$ cat config.mk
export PLATFORM = sky130hd
export DESIGN_NAME = traceback_block
export DESIGN_NICKNAME = d
export VERILOG_FILES = /design/src/rtl/traceback_block.sv
export SDC_FILE = /design/constraint.sdc
export NUM_CORES = 1
export LEC_CHECK = 0
export ABC_AREA = 0
export ABC_CLOCK_PERIOD_IN_PS = 5600
export BUFFER_PORTS_ARGS = -buffer_cell sky130_fd_sc_hd__buf_4
export CAP_MARGIN = 10
export CORE_MARGIN = 2
export CORE_UTILIZATION = 45
export DETAILED_ROUTE_END_ITERATION = 8
export GPL_ROUTABILITY_DRIVEN = 0
export PLACE_DENSITY = 0.67
export SYNTH_ARGS = -nofsm -noshare
export SYNTH_HDL_FRONTEND = slang
export SYNTH_SLANG_ARGS = --single-unit
$ cat constraint.sdc
create_clock -name clk -period 5.6 [get_ports clk]
set_input_delay 0.56 -clock clk [delete_from_list [all_inputs] [get_ports clk]]
set_output_delay 0.56 -clock clk [all_outputs]
set_load 0.005 [all_outputs]
$ cat src/rtl/traceback_block.sv
// Block-mode Viterbi traceback: every L new survivor columns, trace D+L columns back and emit L bits oldest first.
// Optional sticky overrun flag and request-drop behaviour are enabled by defining TB_OVERRUN_EN.
module traceback_block #(
    parameter int K     = 7,
    parameter int M     = K - 1,
    parameter int D     = 40,
    parameter int L     = 8,
    parameter int DEPTH = D + L,
    parameter int AW    = $clog2(DEPTH)
) (
    input  logic          clk,
    input  logic          rst,
    input  logic          col_valid,
    input  logic [AW-1:0] wr_ptr,
    input  logic [M-1:0]  s_end,
    input  logic          force_state0,
    output logic [AW-1:0] tb_time,
    output logic [M-1:0]  tb_state,
    input  logic          tb_surv_bit,
    output logic          dec_valid,
    input  logic          dec_ready,
    output logic          dec_bit,
    output logic          busy
`ifdef TB_OVERRUN_EN
    ,
    output logic          overrun
`endif
);

    localparam int FW = $clog2(DEPTH + 1);
    localparam int NW = $clog2(L + 1);
    localparam int SW = $clog2(D + L + 1);
    localparam int CW = $clog2(L + 1);

    typedef enum logic [2:0] {IDLE, PRIME, TRACE, DECODE, OUT} state_t;

    state_t        state_q, state_d;
    logic [FW-1:0] fill_q, fill_d;
    logic [NW-1:0] newcols_q, newcols_d;
    logic          pending_q, pending_d;
    logic [M-1:0]  st_q, st_d;
    logic [AW-1:0] tb_time_q, tb_time_d;
    logic [M-1:0]  tb_state_q, tb_state_d;
    logic [SW-1:0] step_q, step_d;
    logic [L-1:0]  lifo_q, lifo_d;
    logic [CW-1:0] lifo_cnt_q, lifo_cnt_d;
    logic          dec_valid_q, dec_valid_d;
    logic          dec_bit_q, dec_bit_d;

    logic          col_req;
    logic          start;
    logic [M-1:0]  pred;
    logic [M-1:0]  st_init;
    logic [AW-1:0] start_col;
    logic [L-1:0]  lifo_push;
    logic [L-1:0]  lifo_pop;

    function automatic logic [AW-1:0] col_dec(input logic [AW-1:0] c);
        return (c == '0) ? AW'(DEPTH - 1) : c - 1'b1;
    endfunction

    assign pred    = {tb_surv_bit, st_q[M-1:1]};
    assign st_init = force_state0 ? '0 : s_end;
    // A column arriving in the start cycle belongs to the next block, so back out its pointer advance.
    assign start_col = col_dec(col_valid ? col_dec(wr_ptr) : wr_ptr);
    assign start     = (state_q == IDLE) && pending_q;

    // Bit 0 is the LIFO top: pushes shift up, pops shift down.
    genvar gi;
    generate
        for (gi = 0; gi < L; gi++) begin : g_lifo
            if (gi == 0) begin : g_bottom
                assign lifo_push[gi] = st_q[0];
            end else begin : g_shift_up
                assign lifo_push[gi] = lifo_q[gi-1];
            end
            if (gi == L - 1) begin : g_top
                assign lifo_pop[gi] = 1'b0;
            end else begin : g_shift_down
                assign lifo_pop[gi] = lifo_q[gi+1];
            end
        end
    endgenerate

    always_comb begin
        fill_d    = fill_q;
        newcols_d = newcols_q;
        col_req   = 1'b0;
        if (col_valid) begin
            if (fill_q < FW'(DEPTH)) fill_d = fill_q + 1'b1;
            if (newcols_q == NW'(L - 1)) begin
                newcols_d = '0;
                col_req   = (fill_d == FW'(DEPTH));
            end else begin
                newcols_d = newcols_q + 1'b1;
            end
        end
        pending_d = col_req | (pending_q & ~start);
    end

    always_comb begin
        state_d     = state_q;
        st_d        = st_q;
        tb_time_d   = tb_time_q;
        tb_state_d  = tb_state_q;
        step_d      = step_q;
        lifo_d      = lifo_q;
        lifo_cnt_d  = lifo_cnt_q;
        dec_valid_d = dec_valid_q;
        dec_bit_d   = dec_bit_q;
        case (state_q)
            IDLE: begin
                if (pending_q) begin
                    st_d       = st_init;
                    tb_state_d = st_init;
                    tb_time_d  = start_col;
                    step_d     = '0;
                    state_d    = PRIME;
                end
            end
            PRIME: state_d = TRACE;
            TRACE, DECODE: begin
                st_d       = pred;
                tb_state_d = pred;
                tb_time_d  = col_dec(tb_time_q);
                step_d     = step_q + 1'b1;
                if (state_q == DECODE) begin
                    lifo_d     = lifo_push;
                    lifo_cnt_d = lifo_cnt_q + 1'b1;
                    if (step_q == SW'(D + L - 1)) state_d = OUT;
                end else if (step_q == SW'(D - 1)) begin
                    state_d = DECODE;
                end
            end
            OUT: begin
                // The output register only advances when empty or when the current beat is taken.
                if (!dec_valid_q || dec_ready) begin
                    if (lifo_cnt_q != '0) begin
                        dec_valid_d = 1'b1;
                        dec_bit_d   = lifo_q[0];
                        lifo_d      = lifo_pop;
                        lifo_cnt_d  = lifo_cnt_q - 1'b1;
                    end else begin
                        dec_valid_d = 1'b0;
                        dec_bit_d   = 1'b0;
                        state_d     = IDLE;
                    end
                end
            end
            default: state_d = IDLE;
        endcase
    end

    always_ff @(posedge clk) begin
        if (rst) begin
            state_q     <= IDLE;
            fill_q      <= '0;
            newcols_q   <= '0;
            pending_q   <= 1'b0;
            st_q        <= '0;
            tb_time_q   <= '0;
            tb_state_q  <= '0;
            step_q      <= '0;
            lifo_q      <= '0;
            lifo_cnt_q  <= '0;
            dec_valid_q <= 1'b0;
            dec_bit_q   <= 1'b0;
        end else begin
            state_q     <= state_d;
            fill_q      <= fill_d;
            newcols_q   <= newcols_d;
            pending_q   <= pending_d;
            st_q        <= st_d;
            tb_time_q   <= tb_time_d;
            tb_state_q  <= tb_state_d;
            step_q      <= step_d;
            lifo_q      <= lifo_d;
            lifo_cnt_q  <= lifo_cnt_d;
            dec_valid_q <= dec_valid_d;
            dec_bit_q   <= dec_bit_d;
        end
    end

`ifdef TB_OVERRUN_EN
    logic overrun_q, overrun_d;

    // A block completing while an unserved one is still queued means the writer lapped the window.
    assign overrun_d = overrun_q | (col_req & pending_q & ~start);

    always_ff @(posedge clk) begin
        if (rst) overrun_q <= 1'b0;
        else     overrun_q <= overrun_d;
    end

    assign overrun = overrun_q;
`endif

    assign tb_time   = tb_time_q;
    assign tb_state  = tb_state_q;
    assign dec_valid = dec_valid_q;
    assign dec_bit   = dec_bit_q;
    assign busy      = (state_q != IDLE);

endmodule

# Yosys cells after proc, flatten, opt, wreduce, memory -nomap -nowiden
# Cells that the tools add are included.
classes:
  n_eq_ne: 15
  add_sub_neg: 8
  magnitude_cmp: 1
  reduce_logical: 16
  n_mux: 33
  bitwise_logic: 3
ops:
  columns: ["cell", "count"]
  rows:
  - ["$mux 6", 10]
  - ["$pmux 6 s2", 3]
  - ["$mux 8", 3]
  - ["$eq 6x6->1 const B", 3]
  - ["$logic_not 6->1", 3]
  - ["$mux 3", 6]
  - ["$sub 6x1->6 const B", 3]
  - ["$mux 4", 4]
  - ["$pmux 8 s2", 1]
  - ["$add 6x1->6 const B", 2]
  - ["$pmux 3 s4", 1]
  - ["$ne 2x2->1 const B", 5]
  - ["$add 4x1->4 const B", 2]
  - ["$pmux 4 s2", 1]
  - ["$eq 3x2->1 const B", 2]
  - ["$lt 6x6->1 const B", 1]
  - ["$ne 3x3->1 const B", 2]
  - ["$reduce_and 5->1", 1]
  - ["$eq 4x3->1 const B", 1]
  - ["$mux 1", 4]
  - ["$reduce_and 2->1", 2]
  - ["$reduce_and 4->1", 1]
  - ["$reduce_bool 2->1", 2]
  - ["$reduce_bool 4->1", 1]
  - ["other kinds (12)", 12]
word_totals:
  regBits: 46
  output_inout_bits: 15

# Longest topological paths before layout
# Gate-level depths: netlist of the first run.
logic_depth:
  word_depth: 7
  mapped_depth: 11
  depth_no_buf: 10

# Worst setup path before layout of the first run
# Ideal clock, no wire load.
synth_path:
  path_type: "input to register"
  from: "in wr_ptr[0]"
  to: "reg tb_time_q[4] (netlist: tb_time[4])"
  arrival_ns: 2.141
  cell_stages: 8
  n_path_buf: 1
  setup_time_ns: 0.116
  setup_slack_ns: 3.343
  required_ns: 5.484
  path_cell_list: "clkbuf_1 > inv_1 > ha_1 > o21bai_1 > a211oi_2 > o211ai_1 > a32o_1 > a31o_1"
synth_via:
  elab_chain_len: 7
synth_rtl:
  columns: ["element", "line_no", "rtl"]
  rows:
  - ["from (decl)", "14", "input logic [AW-1:0] wr_ptr,"]
  - ["$sub 6x1->6 or $logic_not 6->1 (tied branches)", "59", "return (c == '0) ? AW'(DEPTH - 1) : c - 1'b1;"]
  - ["$mux 6", "59", null]
  - ["$mux 6 *", "65", "assign start_col = col_dec(col_valid ? col_dec(wr_ptr) : wr_ptr);"]
  - ["$sub 6x1->6 or $logic_not 6->1 (tied branches)", "59", null]
  - ["$mux 6 *", "59", null]
  - ["$mux 6 *", "113", "if (pending_q) begin"]
  - ["$pmux 6 s2 *", "111", "case (state_q)"]
  - ["to (signal assigned)", "174", "tb_time_q <= tb_time_d;"]
  - ["to (decl)", "42", "logic [AW-1:0] tb_time_q, tb_time_d;"]
# Every way passes the cells marked *; elsewhere a longest branch is shown, timed or not. The select of a mux whose other input is x is not followed.
# A chain may end at the register's enable or synchronous reset.

# Final worst setup path of the first run
layout_path:
  from: "reg state_q[2]"
  to: "reg lifo_cnt_q[3]"
layout_via:
  elab_chain_len: 4
layout_rtl:
  columns: ["element", "line_no", "rtl"]
  rows:
  - ["from (decl)", "37", "state_t state_q, state_d;"]
  - ["from (signal assigned)", "169", "state_q <= state_d;"]
  - ["$eq 3x2->1, on equally long branches", "111, 127", null]
  - ["$reduce_or 2->1", "111", null]
  - ["$ne 2x2->1 (no source line) or $reduce_bool 2->1 (tied branches)", null, null]
  - ["$reduce_and 4->1 (no source line)", null, null]
  - ["to (signal assigned)", "178", "lifo_cnt_q <= lifo_cnt_d;"]
  - ["to (decl)", "46", "logic [CW-1:0] lifo_cnt_q, lifo_cnt_d;"]
# Parallel ways exist; a longest one is shown, timed or not.

==> reports/qor.csv, run 1 <==
metric;value;unit
post-synthesis mux area share;0.0222;
total negative slack;0;ns
post-synth top area cell;dfxtp_1;
Cells after Synth;332;
Root Driver;clkbuf_8;
Final Instance Count excl. Fillers;429;
register area share after synthesis;0.341;
setup bufs post-CTS;0;
share of post-route cells with drive strength above 1;0.150;
Layout area overhead;12.9;%
Reg power frac;0.394;
drt via density;5.38;
final setup vio count;0;
largest family of logic cells by synthesized area;simple AND/OR/NAND/NOR gates;
global-route usage over all layers;0.181;
Arr. time, crit path;2.55;ns
critical path endpoint category;register;
min-delay worst type;register to register;
sw frac;0.375;
Clock Latency Late Sink;0.29;ns
die span in y;81.5;um
CTS sink count;46;
Crit Path Max Fanout;13;
CP Data Required Time;5.79;ns
syn nets;362;
Sequential Area;921;um^2
Worst slew margin;0.543;
reg2reg start;state_q[2]$_SDFFE_PP0P_;
Port Buffers;32;
VDD IR max;0.000196;V
leading cell type by number of instances after synthesis;dfxtp_1;
total net switching power;0.000421;W
Final Critical Period;2.36;ns
share of the synthesized area in the top cell type;0.341;
Worst Setup Start Kind;register;
Placed Cells;421;
Synth Area in Compound Gates;0.210;
syn avg cell area;8.14;um^2
Mapped Area;2700;um^2
post-CTS sizing;0;
vias in the first global route;2156;
post-route ant nets;0;
worst-margin pin slew;0.686;ns
final net count;383;
max cap viols;0;
first-pass GRT wire length;9.69;mm
pin count of the biggest net entering global routing;44;
core area;5850;um^2
final hold viol count;0;
Pre-antenna DRT Iters;4;
Starting Density;0.462;
kind of critical path;register to register;
worst-case clock buffer depth;2;
cell count of the worst reg-to-reg path;9;
initial antenna violation count;0;
warnings from Yosys;0;
flops & latches, synth;46;
power per cell area;368;nW/um^2
period utilisation layout;0.421;
Synth top cells by count;46 x dfxtp_1, 43 x nor2_1, 40 x nand2_1;
r2r setup slk;3.24;ns
Gate power share;0.421;
grt ovf;0;
final wirelength;5.54;mm
Synth Area in Adders;0.0583;
Top FF cell, synth;dfxtp_1;
reg2reg end;lifo_cnt_q[3]$_SDFFE_PP0P_;
DR vias;2309;
row cnt;28;
Hold Crit Start;dec_valid$_SDFFE_PP0P_;
Top Ports;33;
Worst Skew;0.00545;ns
ant diodes;0;
post-layout util;0.522;
Final Power;0.00112;W
Max Slew Vio Count;0;
clock slew at reported path FFs;0.09;ns
WHS Endpoint;dec_valid$_SDFFE_PP0P_;
fmax;0.425;GHz
CTS tree;yes;
simple-gate share of the synthesized area;0.255;
CTS Hold Buffers Added;0;
CTS buffer count;5;
asr flop ratio synth;0;
synth top area cells;dfxtp_1 34%, nor2_1 6.0%, nand2_1 5.6%;
P_int;0.000702;W
EDFF count, synth;0;
# fillers;595;
WL/cell;12.9;um
Die W;81.5;um
CTS H-Tree Depth;2;
HPWL after DPL;3.95;mm
Multi-input gate area;1640;um^2
die area;6640;um^2
static leakage;1.17;nW
RSZ-0062 raised after global routing;false;
post-synthesis xor/xnor area fraction;0.0615;
status;finished, final reports clean;
Worst Hold Path Cells;2;
# DRC;0;
Initial DRC Count;112;
Yosys cell types;58;
power share of the clock group;0.185;
[logic make-up (layout without fill, tap and decap cells)]
| group | Yosys count | after routing |
|---|---|---|
| buffers and inverters | 33 | 55 |
| flip-flops | 46 | 46 |
| AO/OA/AOI/OAI | 77 | 77 |
| multiplexers | 6 | 6 |
| XOR/XNOR | 19 | 19 |
| adder cells (fa/ha/maj) | 12 | 12 |
| AND/OR/NAND/NOR | 139 | 139 |
[per-stage QoR]
| step | setup slack, ns | instance area [um^2] | hold WS [ns] |
|---|---|---|---|
| 3_5_place_dp | 3.22 | 2960 | 0.464 |
| 5_1_grt | 3.01 | 3050 | 0.504 |
| 3_3_place_gp | 3.26 | 2960 | 0.452 |
| 2_1_floorplan | 3.34 | 2700 | 0.440 |
| 4_1_cts | 3.22 | 3050 | 0.476 |
| 6_report | 3.24 | 3050 | 0.476 |
[final cells by class]
cell class	instances	share of cell area
Sequential cell	46	0.302
Tap cell	75	0.0308
Clock inverter	1	0.00164
Inverter	13	0.0160
Timing Repair Buffer	34	0.0836
Clock buffer	7	0.0283
Multi-Input combinational cell	253	0.538
[power by group through the flow]
| stage | clock, W | sequential (W) | combinational, W |
|---|---|---|---|
| finish | 0.000208 | 0.000443 | 0.000472 |
| global route | 0.000226 | 0.000453 | 0.000538 |
| CTS | 0.000215 | 0.000443 | 0.000475 |
| detailed placement | 0 | 0.000450 | 0.000471 |
| global placement | 0 | 0.000449 | 0.000460 |
| floorplan | 0 | 0.000434 | 0.000350 |
[state kept, by name (all words and copies together) (netlist names)]
signal      flops
dec_bit         1
dec_valid       1
lifo_q          8
pending_q       1
fill_q          6
tb_time         6
newcols_q       4
tb_state        6
lifo_cnt_q      4
state_q         3
step_q          6
[how the worst max path moves through the flow]
| stage | start | endpoint | slack, ns | cells after the start |
|---|---|---|---|---|
| finish | state_q[2]$_SDFFE_PP0P_ | lifo_cnt_q[3]$_SDFFE_PP0P_ | 3.24 | 9 |
| global route | state_q[2]$_SDFFE_PP0P_ | lifo_cnt_q[3]$_SDFFE_PP0P_ | 3.01 | 9 |
| CTS | state_q[2]$_SDFFE_PP0P_ | lifo_cnt_q[3]$_SDFFE_PP0P_ | 3.22 | 9 |
| detailed placement | state_q[2]$_SDFFE_PP0P_ | lifo_cnt_q[3]$_SDFFE_PP0P_ | 3.22 | 9 |
| global placement | state_q[2]$_SDFFE_PP0P_ | lifo_cnt_q[3]$_SDFFE_PP0P_ | 3.26 | 9 |
| floorplan | wr_ptr[0] | tb_time[4]$_SDFFE_PP0P_ | 3.34 | 8 |
[layout by cell type (no fill, tap or decap), types with 2 or more instances in the layout]
cell      synthesis  layout
ha_1             11      11
or3_1             3       3
nand3b_1          3       3
a21o_1            3       3
nand2b_1          5       5
nand3_1           4       4
nor2_1           43      43
nor3_1            9       9
nand2_1          40      40
and3_1            4       4
xnor2_1           8       8
o21ai_0          10      10
clkbuf_8          0       6
buf_4             0      34
inv_1            12      12
mux2i_1           6       6
and2_1            2       2
a31oi_1           4       4
o31ai_1           2       2
o21a_1            4       4
xor2_1           11      11
nor3b_1           8       8
a31o_2            2       2
nand4b_1          2       2
a311oi_1          7       7
a22oi_1           3       3
a211oi_1          9       9
o211ai_1          3       3
a21oi_1          15      15
dfxtp_1          46      46
nor2b_1           4       4
nand4_1           5       5
[critical path: stages (launching register included)]
cell and delay (ns):
dfxtp_1 0.48, and2b_1 0.19, nand2b_1 0.25, inv_2 0.28
ha_1 0.27, a21o_1 0.17, a21oi_1 0.16, xnor2_1 0.16
a21oi_1 0.09, a31o_2 0.21
[layer usage]
metal	vias to the layer above	GRT usage	share of wire
li1	1210	-	-
met4	0	0.0458	0.0065
met5	-	0	0
met3	2	0.0319	0.035
met2	29	0.303	0.48
met1	1068	0.241	0.48
Note: power is estimated with default switching activity, not from simulation.
==> run 2: changes to the inputs <==
ABC_CLOCK_PERIOD_IN_PS = 2000   (was 5600)
PLACE_DENSITY = 0.7   (was 0.67)
clock period = 2 ns   (was 5.6 ns; I/O delays follow)
==> reports/qor.csv, run 2 (synthesis gave the netlist of run 1 again) <==
metric;value;unit;change
status;finished, final reports clean;;unchanged
CP Data Required Time;2.20;ns;was 5.79 ns
final wirelength;5.54;mm;about the same
Placed Cells;435;;was 421
share of post-route cells with drive strength above 1;0.182;;was 0.150
row cnt;28;;unchanged
initial antenna violation count;0;;unchanged
final setup vio count;0;;unchanged
post-CTS sizing;0;;unchanged
Top Ports;33;;unchanged
Crit path depth;9;;unchanged
max cap viols;0;;unchanged
power per cell area;1050;nW/um^2;was 368 nW/um^2
core area;5850;um^2;unchanged
# fillers;552;;was 595
CTS sink count;46;;unchanged
DR vias;2425;;was 2,309
Starting Density;0.462;;unchanged
Final Critical Period;1.82;ns;was 2.36 ns
Worst Setup Start Kind;register;;unchanged
die span in y;81.5;um;unchanged
CTS H-Tree Depth;2;;unchanged
Initial DRC Count;104;;was 112
Final Instance Count excl. Fillers;443;;was 429
drt via density;5.47;;was 5.38
static leakage;1.24;nW;was 1.17 nW
Root Driver;clkbuf_8;;unchanged
period utilisation layout;0.908;;was 0.421
die area;6640;um^2;unchanged
cell count of the worst reg-to-reg path;9;;unchanged
critical path endpoint category;register;;unchanged
Layout area overhead;17.4;%;was 12.9%
post-route ant nets;0;;unchanged
Arr. time, crit path;2.01;ns;was 2.55 ns
pin count of the biggest net entering global routing;28;;was 44
grt ovf;0;;unchanged
# DRC;0;;unchanged
fmax;0.551;GHz;was 0.425 GHz
total negative slack;0;ns;unchanged
clock slew at reported path FFs;0.08;ns;was 0.09 ns
setup bufs post-CTS;0;;unchanged
RSZ-0062 raised after global routing;false;;unchanged
most common cell after layout, fill and taps aside;buf_4;;was dfxtp_1
Crit path buffers/inverters;1;;unchanged
most frequent cells in the layout;48 x buf_4, 46 x dfxtp_1, 43 x nor2_1, 40 x nand2_1, 14 x a21oi_1;;was 46 x dfxtp_1, 43 x nor2_1, 40 x nand2_1, 34 x buf_4, 15 x a21oi_1
CTS buffer count;5;;unchanged
CTS Hold Buffers Added;0;;unchanged
WL/cell;12.5;um;was 12.9 um
vias in the first global route;2231;;was 2,156
worst-margin pin slew;0.452;ns;was 0.686 ns
Crit Path Max Fanout;3;;was 13
Crit-path slowest cell;dfxtp_1;;unchanged
HPWL after DPL;4.11;mm;was 3.95 mm
final hold viol count;0;;unchanged
worst-path cell chain;and2b_1 > nand2b_1 > inv_2 > ha_1 > a21o_1 > a21oi_2 > xnor2_1 > a21oi_1 > a31o_2;;was and2b_1 > nand2b_1 > inv_2 > ha_1 > a21o_1 > a21oi_1 > xnor2_1 > a21oi_1 > a31o_2
Max stage delay on crit path;0.33;ns;was 0.48 ns
critical path's top delay family;compound AO/OA/AOI/OAI gates;;unchanged
Max Slew Vio Count;0;;unchanged
first-pass GRT wire length;9.92;mm;was 9.69 mm
Worst Hold Path Cells;4;;was 2
Worst Skew;0.00492;ns;was 0.00545 ns
worst-case clock buffer depth;2;;unchanged
Pre-antenna DRT Iters;4;;unchanged
kind of critical path;register to register;;unchanged
Clock Latency Late Sink;0.29;ns;about the same
Die W;81.5;um;unchanged
Port Buffers;32;;unchanged
register bank with the most flops;lifo_q;;unchanged
final net count;397;;was 383
ant diodes;0;;unchanged
CTS tree;yes;;unchanged
min-delay worst type;input port to register;;was register to register
max reg flops;8;;unchanged
global-route usage over all layers;0.186;;was 0.181
VDD IR max;0.000435;V;was 0.000196 V
Worst slew margin;0.698;;was 0.543
## run 2: changes by cell type in the layout (fill, tap and decap cells not counted)
cell	previous run	this run
bufinv_16	0	1
a21oi_2	1	2
clkinv_2	1	0
buf_4	34	48
a21oi_1	15	14
clkbuf_1	1	2
clkbuf_8	6	5
## run 2: through the flow
step | setup WS (ns) | hold WS [ns] | total power, W | instance area [um^2] | util
3_3_place_gp | 0.174 | 0.452 | 0.00266 | 3070 | 0.525
3_5_place_dp | 0.0745 | 0.459 | 0.00268 | 3070 | 0.525
6_report | 0.184 | 0.179 | 0.00334 | 3180 | 0.543
4_1_cts | 0.166 | 0.183 | 0.00337 | 3180 | 0.543
5_1_grt | 0.00399 | 0.200 | 0.00361 | 3180 | 0.543
2_1_floorplan | 0.00837 | 0.385 | 0.00219 | 2710 | -
## run 2: metal layers
metal  part of all wire  GRT usage  up-vias
li1                   -          -     1240
met1               0.49      0.247     1134
met2               0.47      0.308       44
met3              0.028     0.0352        7
met4              0.011     0.0542        0
met5                  0          0        -
## run 2: worst reg2reg max path, cell delays in order, from the launching register on
cell,delay [ns]
dfxtp_1,0.33
and2b_1,0.19
nand2b_1,0.10
inv_2,0.05
ha_1,0.27
a21o_1,0.19
a21oi_2,0.15
xnor2_1,0.15
a21oi_1,0.09
a31o_2,0.21
## run 2: final timing paths
kind	start	endpoint	slack [ns]
min	dec_ready	dec_valid$_SDFFE_PP0P_	0.18
min reg2reg	newcols_q[3]$_SDFFE_PP0P_	newcols_q[3]$_SDFFE_PP0P_	0.47
max	state_q[1]$_SDFFE_PP0P_	lifo_cnt_q[3]$_SDFFE_PP0P_	0.18
max reg2reg	state_q[1]$_SDFFE_PP0P_	lifo_cnt_q[3]$_SDFFE_PP0P_	0.18
## run 2: power by group
part / switching (W) / internal [W] / leakage (nW)
clock: 0.000306 / 0.000374 / 0.0524
sequential: 0.000152 / 0.00107 / 0.374
combinational: 0.000740 / 0.000702 / 0.816
## run 2: cell type report
cell class | instances | area (um^2) | share of cell area
Clock inverter | 1 | 30.0 | 0.00946
Timing Repair Buffer | 48 | 360 | 0.113
Sequential cell | 46 | 921 | 0.290
Tap cell | 75 | 93.8 | 0.0296
Clock buffer | 7 | 76.3 | 0.0240
Multi-Input combinational cell | 253 | 1650 | 0.518
Inverter | 13 | 48.8 | 0.0154
